`config.mk`:
```
export PLATFORM = sky130hd
export DESIGN_NAME = rvv_backend_rob_result_collector
export DESIGN_NICKNAME = d
export VERILOG_FILES = /design/src/rtl/rvv_backend_rob_result_collector.sv
export SDC_FILE = /design/constraint.sdc
export NUM_CORES = 2
export LEC_CHECK = 0
export BUFFER_PORTS_ARGS = -buffer_cell sky130_fd_sc_hd__buf_2
export CELL_PAD_IN_SITES_DETAIL_PLACEMENT = 1
export CELL_PAD_IN_SITES_GLOBAL_PLACEMENT = 2
export CORE_MARGIN = 2
export CORE_UTILIZATION = 34
export DETAILED_ROUTE_END_ITERATION = 8
export PLACE_DENSITY_LB_ADDON = 0.1
export RECOVER_POWER = 25
export SLEW_MARGIN = 20
export SYNTH_ARGS = -nofsm -noshare
export SYNTH_HDL_FRONTEND = slang
export SYNTH_SLANG_ARGS = --single-unit
export TNS_END_PERCENT = 30
```
`constraint.sdc`:
```
create_clock -name clk -period 7.6 [get_ports clk]
set_input_delay 1.52 -clock clk [delete_from_list [all_inputs] [get_ports clk]]
set_output_delay 1.52 -clock clk [all_outputs]
set_load 0.005 [all_outputs]
```
`src/rtl/rvv_backend_rob_result_collector.sv`:
```
// PU-to-ROB result collector: per-PU FIFOs, round-robin pick,
// up to NUM_WR ROB writes per cycle, flushed by trap_flush_rvv.
package rvv_backend_rob_rc_pkg;
  typedef struct packed {
`ifdef TB_SUPPORT
    logic [31:0]  uop_pc;
`endif
    logic [4:0]   rob_entry;
    logic [127:0] w_data;
    logic [15:0]  w_valid;
    logic         vsaturate;
  } PU2ROB_t;
  localparam int PU2ROB_W = $bits(PU2ROB_t);
endpackage

module rvv_backend_rob_result_collector
  import rvv_backend_rob_rc_pkg::*;
#(
  parameter int NUM_PU     = 4,
  parameter int NUM_WR     = 2,
  parameter int FIFO_DEPTH = 2
) (
  input  logic                       clk,
  input  logic                       rst_n,
  input  logic                       trap_flush_rvv,
  input  logic [NUM_PU-1:0]          pu_result_valid,
  input  logic [NUM_PU*PU2ROB_W-1:0] pu_result,
  output logic [NUM_PU-1:0]          pu_result_ready,
  output logic [NUM_WR-1:0]          rob_wr_valid,
  output logic [NUM_WR*PU2ROB_W-1:0] rob_wr_data,
  output logic                       collector_idle
);
  localparam int PTR_W = $clog2(FIFO_DEPTH);
  localparam int CNT_W = PTR_W + 1;
  localparam int RR_W  = (NUM_PU > 1) ? $clog2(NUM_PU) : 1;

  PU2ROB_t          mem_q  [NUM_PU][FIFO_DEPTH];
  logic [PTR_W-1:0] wptr_q [NUM_PU];
  logic [PTR_W-1:0] wptr_d [NUM_PU];
  logic [PTR_W-1:0] rptr_q [NUM_PU];
  logic [PTR_W-1:0] rptr_d [NUM_PU];
  logic [CNT_W-1:0] cnt_q  [NUM_PU];
  logic [CNT_W-1:0] cnt_d  [NUM_PU];
  logic [RR_W-1:0]  rr_q, rr_d;

  logic [NUM_PU-1:0] nempty, gnt, enq, deq;
  logic [NUM_WR-1:0] slot_vld;
  logic [RR_W-1:0]   slot_src [NUM_WR];

  // Ready comes only from registered counts: PUs pop combinationally on it.
  always_comb begin
    for (int i = 0; i < NUM_PU; i++) begin
      nempty[i]          = (cnt_q[i] != '0);
      pu_result_ready[i] = (cnt_q[i] != CNT_W'(FIFO_DEPTH));
    end
  end

  assign collector_idle = ~|nempty;
  assign enq = pu_result_valid & pu_result_ready
             & {NUM_PU{~trap_flush_rvv}};
  assign deq = gnt & {NUM_PU{~trap_flush_rvv}};

  // Slot s takes the s-th non-empty FIFO scanning up from rr_q.
  always_comb begin
    logic [NUM_PU-1:0] avail;
    logic [RR_W-1:0]   idx;
    avail    = nempty;
    idx      = '0;
    gnt      = '0;
    slot_vld = '0;
    rr_d     = rr_q;
    for (int s = 0; s < NUM_WR; s++) slot_src[s] = '0;
    for (int s = 0; s < NUM_WR; s++) begin
      for (int k = 0; k < NUM_PU; k++) begin
        idx = RR_W'((int'(rr_q) + k) % NUM_PU);
        if (!slot_vld[s] && avail[idx]) begin
          slot_vld[s] = 1'b1;
          slot_src[s] = idx;
          avail[idx]  = 1'b0;
          gnt[idx]    = 1'b1;
          rr_d        = RR_W'((int'(idx) + 1) % NUM_PU);
        end
      end
    end
  end

  always_comb begin
    rob_wr_valid = slot_vld & {NUM_WR{~trap_flush_rvv}};
    rob_wr_data  = '0;
    for (int s = 0; s < NUM_WR; s++) begin
      if (rob_wr_valid[s])
        rob_wr_data[s*PU2ROB_W +: PU2ROB_W] =
          mem_q[slot_src[s]][rptr_q[slot_src[s]]];
    end
  end

  always_comb begin
    for (int i = 0; i < NUM_PU; i++) begin
      wptr_d[i] = wptr_q[i] + PTR_W'(enq[i]);
      rptr_d[i] = rptr_q[i] + PTR_W'(deq[i]);
      cnt_d[i]  = cnt_q[i] + CNT_W'(enq[i]) - CNT_W'(deq[i]);
    end
  end

  always_ff @(posedge clk or posedge rst_n) begin
    if (rst_n) begin
      for (int i = 0; i < NUM_PU; i++) begin
        wptr_q[i] <= '0;
        rptr_q[i] <= '0;
        cnt_q[i]  <= '0;
      end
      rr_q <= '0;
    end else if (trap_flush_rvv) begin
      for (int i = 0; i < NUM_PU; i++) begin
        wptr_q[i] <= '0;
        rptr_q[i] <= '0;
        cnt_q[i]  <= '0;
      end
      rr_q <= '0;
    end else begin
      for (int i = 0; i < NUM_PU; i++) begin
        wptr_q[i] <= wptr_d[i];
        rptr_q[i] <= rptr_d[i];
        cnt_q[i]  <= cnt_d[i];
      end
      rr_q <= rr_d;
    end
  end

  // Payload storage is qualified by the counts, so it needs no reset.
  always_ff @(posedge clk) begin
    for (int i = 0; i < NUM_PU; i++) begin
      if (enq[i])
        mem_q[i][wptr_q[i]] <= pu_result[i*PU2ROB_W +: PU2ROB_W];
    end
  end

endmodule

```
==> results.md <==
- Status: finished, violations left
- Post-Syn Area: 69410 sq um
- Synth Flop Type: edfxtp_1
- Core area: 202500 sq um
- Critical Path RT: 6.08 ns
- DRC viols: 0
- Horiz. Die Dim: 455.8 um
- Tot GR Track Use: 0.3069
- Area Overhead vs Synth: 27.97%
- Layout cells sized above 1: 0.2172
- Drt first pass iters: 5
- Area taken by flip-flops and latches: 36490 sq um
- Worst path depth: 22
- Worst Setup End Kind: output pin
- Delay-heaviest family, CP: compound AO/OA/AOI/OAI gates
- PnR worst setup slack: -0.2913 ns
- Reg2reg end: cnt_q[5]
- Actual slew at the worst max-slew pin: 1.175 ns
- Most frequent cells in the layout: 1812 x nand2_1, 1200 x edfxtp_1, 620 x buf_2, 604 x mux2i_1, 586 x o21ai_0
- Final setup fails: 150
- Largest net degree at the start of global routing: 180
- Vias in the first global route: 65.07k
- Critical Path Most Common Cell: buf_6
- WL/cell: 32.15 um
- Clk sinks: 1218
- CP startpoint kind: flip-flop
- Vias: 64.71k
- Die H: 455.8 um
- Fin. max-slew vios: 0
- Relative slew slack: 0.2166
- Gpl congestion: 0.8769
- Critical path buffers and inverters: 7
- Final period util: 1.038
- Port Buffer Count: 913
- Post-DP HPWL: 195.9 mm
- Worst reg-to-reg path cell count: 24
- Max Cap Violations: 0
- Flop2flop setup slack: 1.76 ns
- First-pass GRT wire length: 472.8 mm
- Via density: 6.001
- Detail Route Antenna Nets: 0
- Worst stage delay on the critical path: 0.54 ns
- Cts bufs inserted: 154
- Initial DRC Count: 5641
- Hold Path Depth: 2
- Ys async rst share: 0.01478
- Commonest non-fill, non-tap cell in the layout: nand2_1
- Final nets: 8506
- Grt ovf: 0
- Clock root cell: clkbuf_16
- Mapped Nets: 7719
- Final WL: 346.7 mm
- Placement row count: 165
- Post-synthesis sequential area ratio: 0.5256
- Hold endpoint: rptr_q[1]
- Violated checks: setup timing
- CP Max Fanout: 8
- Initial antenna violation count: 157
- Ports: 914
- Final Critical Period: 7.891 ns
- CTS Buffer Depth: 3
- Worst hold path type: reg -> reg
- EDFF count, synth: 1200
- Multi-input gate area: 32620 sq um
- Worst Hold Slack: 0.6870 ns
- H-tree levels: 4
- Starting Density: 0.3427
- Slowest CP cell: or4_4
- Post-Syn Area per Cell: 9.788 sq um
- WS Path Type: reg -> out
- Hold Crit Start: rptr_q[1]
- Clock latency on the worst-skew pair: 0.83 ns
- Worst reg2reg startpoint: rr_q[0]
- Synth Warn #: 0
- CTS tree: done
- RSZ-0062 raised after global routing: true
- Yosys reg bits: 1218
- Final Hold Fails: 0
- CP Cell Sequence: buf_6 > nor4b_4 > buf_4 > o41ai_4 > nor3_4 > o311a_1 > a211o_1 > or2_4 > o221ai_4 > buf_6 > a21oi_2 > or4_4 > a21o_4 > mux2i_1 > o211ai_1 > a21oi_2 > nor2_4 > buf_6 > clkbuf_16 > clkbuf_16 > mux2_4 > buf_6
- Fillers: 22.35k
- Synth cell types: 78
- Synth Instances: 7092
- Arrival @ worst endpoint: 6.37 ns
- Fmax achieved: 126.7 MHz
- Die area: 207800 sq um
- Clock transition at path regs: 0.06 ns
- Final worst clock skew: 0.03660 ns
-- synth_stat cells (5+ instances only) --
| library cell | n | area share |
|---|---|---|
| a211oi_1 | 6 | 0.00065 |
| a21o_1 | 5 | 0.00054 |
| a21oi_1 | 611 | 0.044 |
| a221oi_1 | 300 | 0.038 |
| a311oi_1 | 150 | 0.019 |
| a31oi_1 | 155 | 0.014 |
| and3_1 | 153 | 0.014 |
| buf_1 | 9 | 0.00049 |
| buf_2 | 158 | 0.011 |
| buf_4 | 10 | 0.0011 |
| clkbuf_1 | 470 | 0.025 |
| dfrtp_1 | 18 | 0.0065 |
| edfxtp_1 | 1200 | 0.52 |
| ha_1 | 20 | 0.0036 |
| inv_1 | 20 | 0.0011 |
| mux2_2 | 149 | 0.024 |
| mux2i_1 | 604 | 0.087 |
| nand2_1 | 1825 | 0.099 |
| nand2b_1 | 7 | 0.00063 |
| nand3_1 | 310 | 0.022 |
| nor2_1 | 190 | 0.010 |
| nor2b_1 | 6 | 0.00054 |
| o211ai_1 | 6 | 0.00065 |
| o21ai_0 | 611 | 0.044 |
| or2_2 | 7 | 0.00063 |
| xnor2_1 | 5 | 0.00063 |
| xor2_1 | 8 | 0.0010 |
-- worst reg2reg max path, stage by stage, from the launching register on --
cell	delay, ns
dfrtp_2	0.52
buf_6	0.16
nor4b_4	0.05
buf_4	0.15
o41ai_4	0.50
nor3_4	0.11
o311a_1	0.31
a211o_1	0.34
or2_4	0.29
o221ai_4	0.22
buf_6	0.17
a21oi_2	0.05
or4_4	0.54
buf_6	0.16
buf_4	0.13
nand2_1	0.16
nand2_1	0.14
a222oi_1	0.27
a21boi_0	0.56
nor2_1	0.12
ha_1	0.31
inv_1	0.04
ha_1	0.18
xnor2_1	0.17
nor2_1	0.06
-- layout make-up --
class / instances / share of cell area
sequential: 1218 / 0.4108
multi-input combinational: 5204 / 0.3672
timing repair buffer: 1279 / 0.1262
clock buffer: 202 / 0.04706
tap: 2672 / 0.03764
clock inverter: 74 / 0.006972
antenna: 112 / 0.003155
inverter: 22 / 0.001014
-- metrics by stage --
| step | cell area (sq um) | worst slack [ns] | setup TNS (ns) | util | instances |
|---|---|---|---|---|---|
| after floorplan | 69410 | 0.04858 | 0 | - | 7092 |
| after global placement | 77450 | -0.3418 | -4.899 | 0.3824 | 10220 |
| after detailed placement | 77450 | -0.3391 | -6.938 | 0.3824 | 10220 |
| after CTS | 85440 | -0.1861 | -14.86 | 0.4219 | 10590 |
| after global routing | 88800 | -0.4515 | -56.36 | 0.4385 | 10770 |
| final | 88830 | -0.2913 | -33.03 | 0.4386 | 10780 |
-- sequential cells by signal, summed over array words and instances, names as in the netlist --
register,count
cnt_q,8
mem_q,1200
rptr_q,4
rr_q,2
wptr_q,4
-- logic make-up (layout without fill, tap and decap cells) --
family,count (synthesis),count (layout),share of synthesized area
compound gates,1896,1896,0.1679
xor+xnor,13,13,0.001640
fa+ha+maj,20,20,0.003605
buf+inv,670,1577,0.03973
flops,1218,1218,0.5256
mux,755,755,0.1118
other cells,0,112,0
simple gates,2520,2520,0.1498
-- metal layers --
metal,share of wire,track usage,up-vias
met3,0.054,0.04467,715
met4,0.060,0.1933,42
met1,0.42,0.3862,33400
met2,0.47,0.4954,2434
met5,0.00076,0,-
li1,-,-,28120
-- timing repair --
item                       in CTS  in global routing
gates cloned                   40                 41
setup buffers                  51                 49
pin swaps                      29                 59
gates resized for setup       301                409
hold buffers                    0                  0
setup endpoints to repair     301                278
-- how the worst max path moves through the flow --
stage,from,endpoint,slack [ns]
2_1_floorplan,rr_q[0],rob_wr_data[289],0.05
3_3_place_gp,rr_q[0],rob_wr_data[151],-0.34
3_5_place_dp,rr_q[0],rob_wr_data[204],-0.34
4_1_cts,rr_q[0],rob_wr_data[270],-0.19
5_1_grt,rr_q[0],rob_wr_data[279],-0.45
6_report,rr_q[0],rob_wr_data[279],-0.29
Power is not shown: default switching activity piles up to over one toggle a cycle in this logic, so the estimate is an artifact.
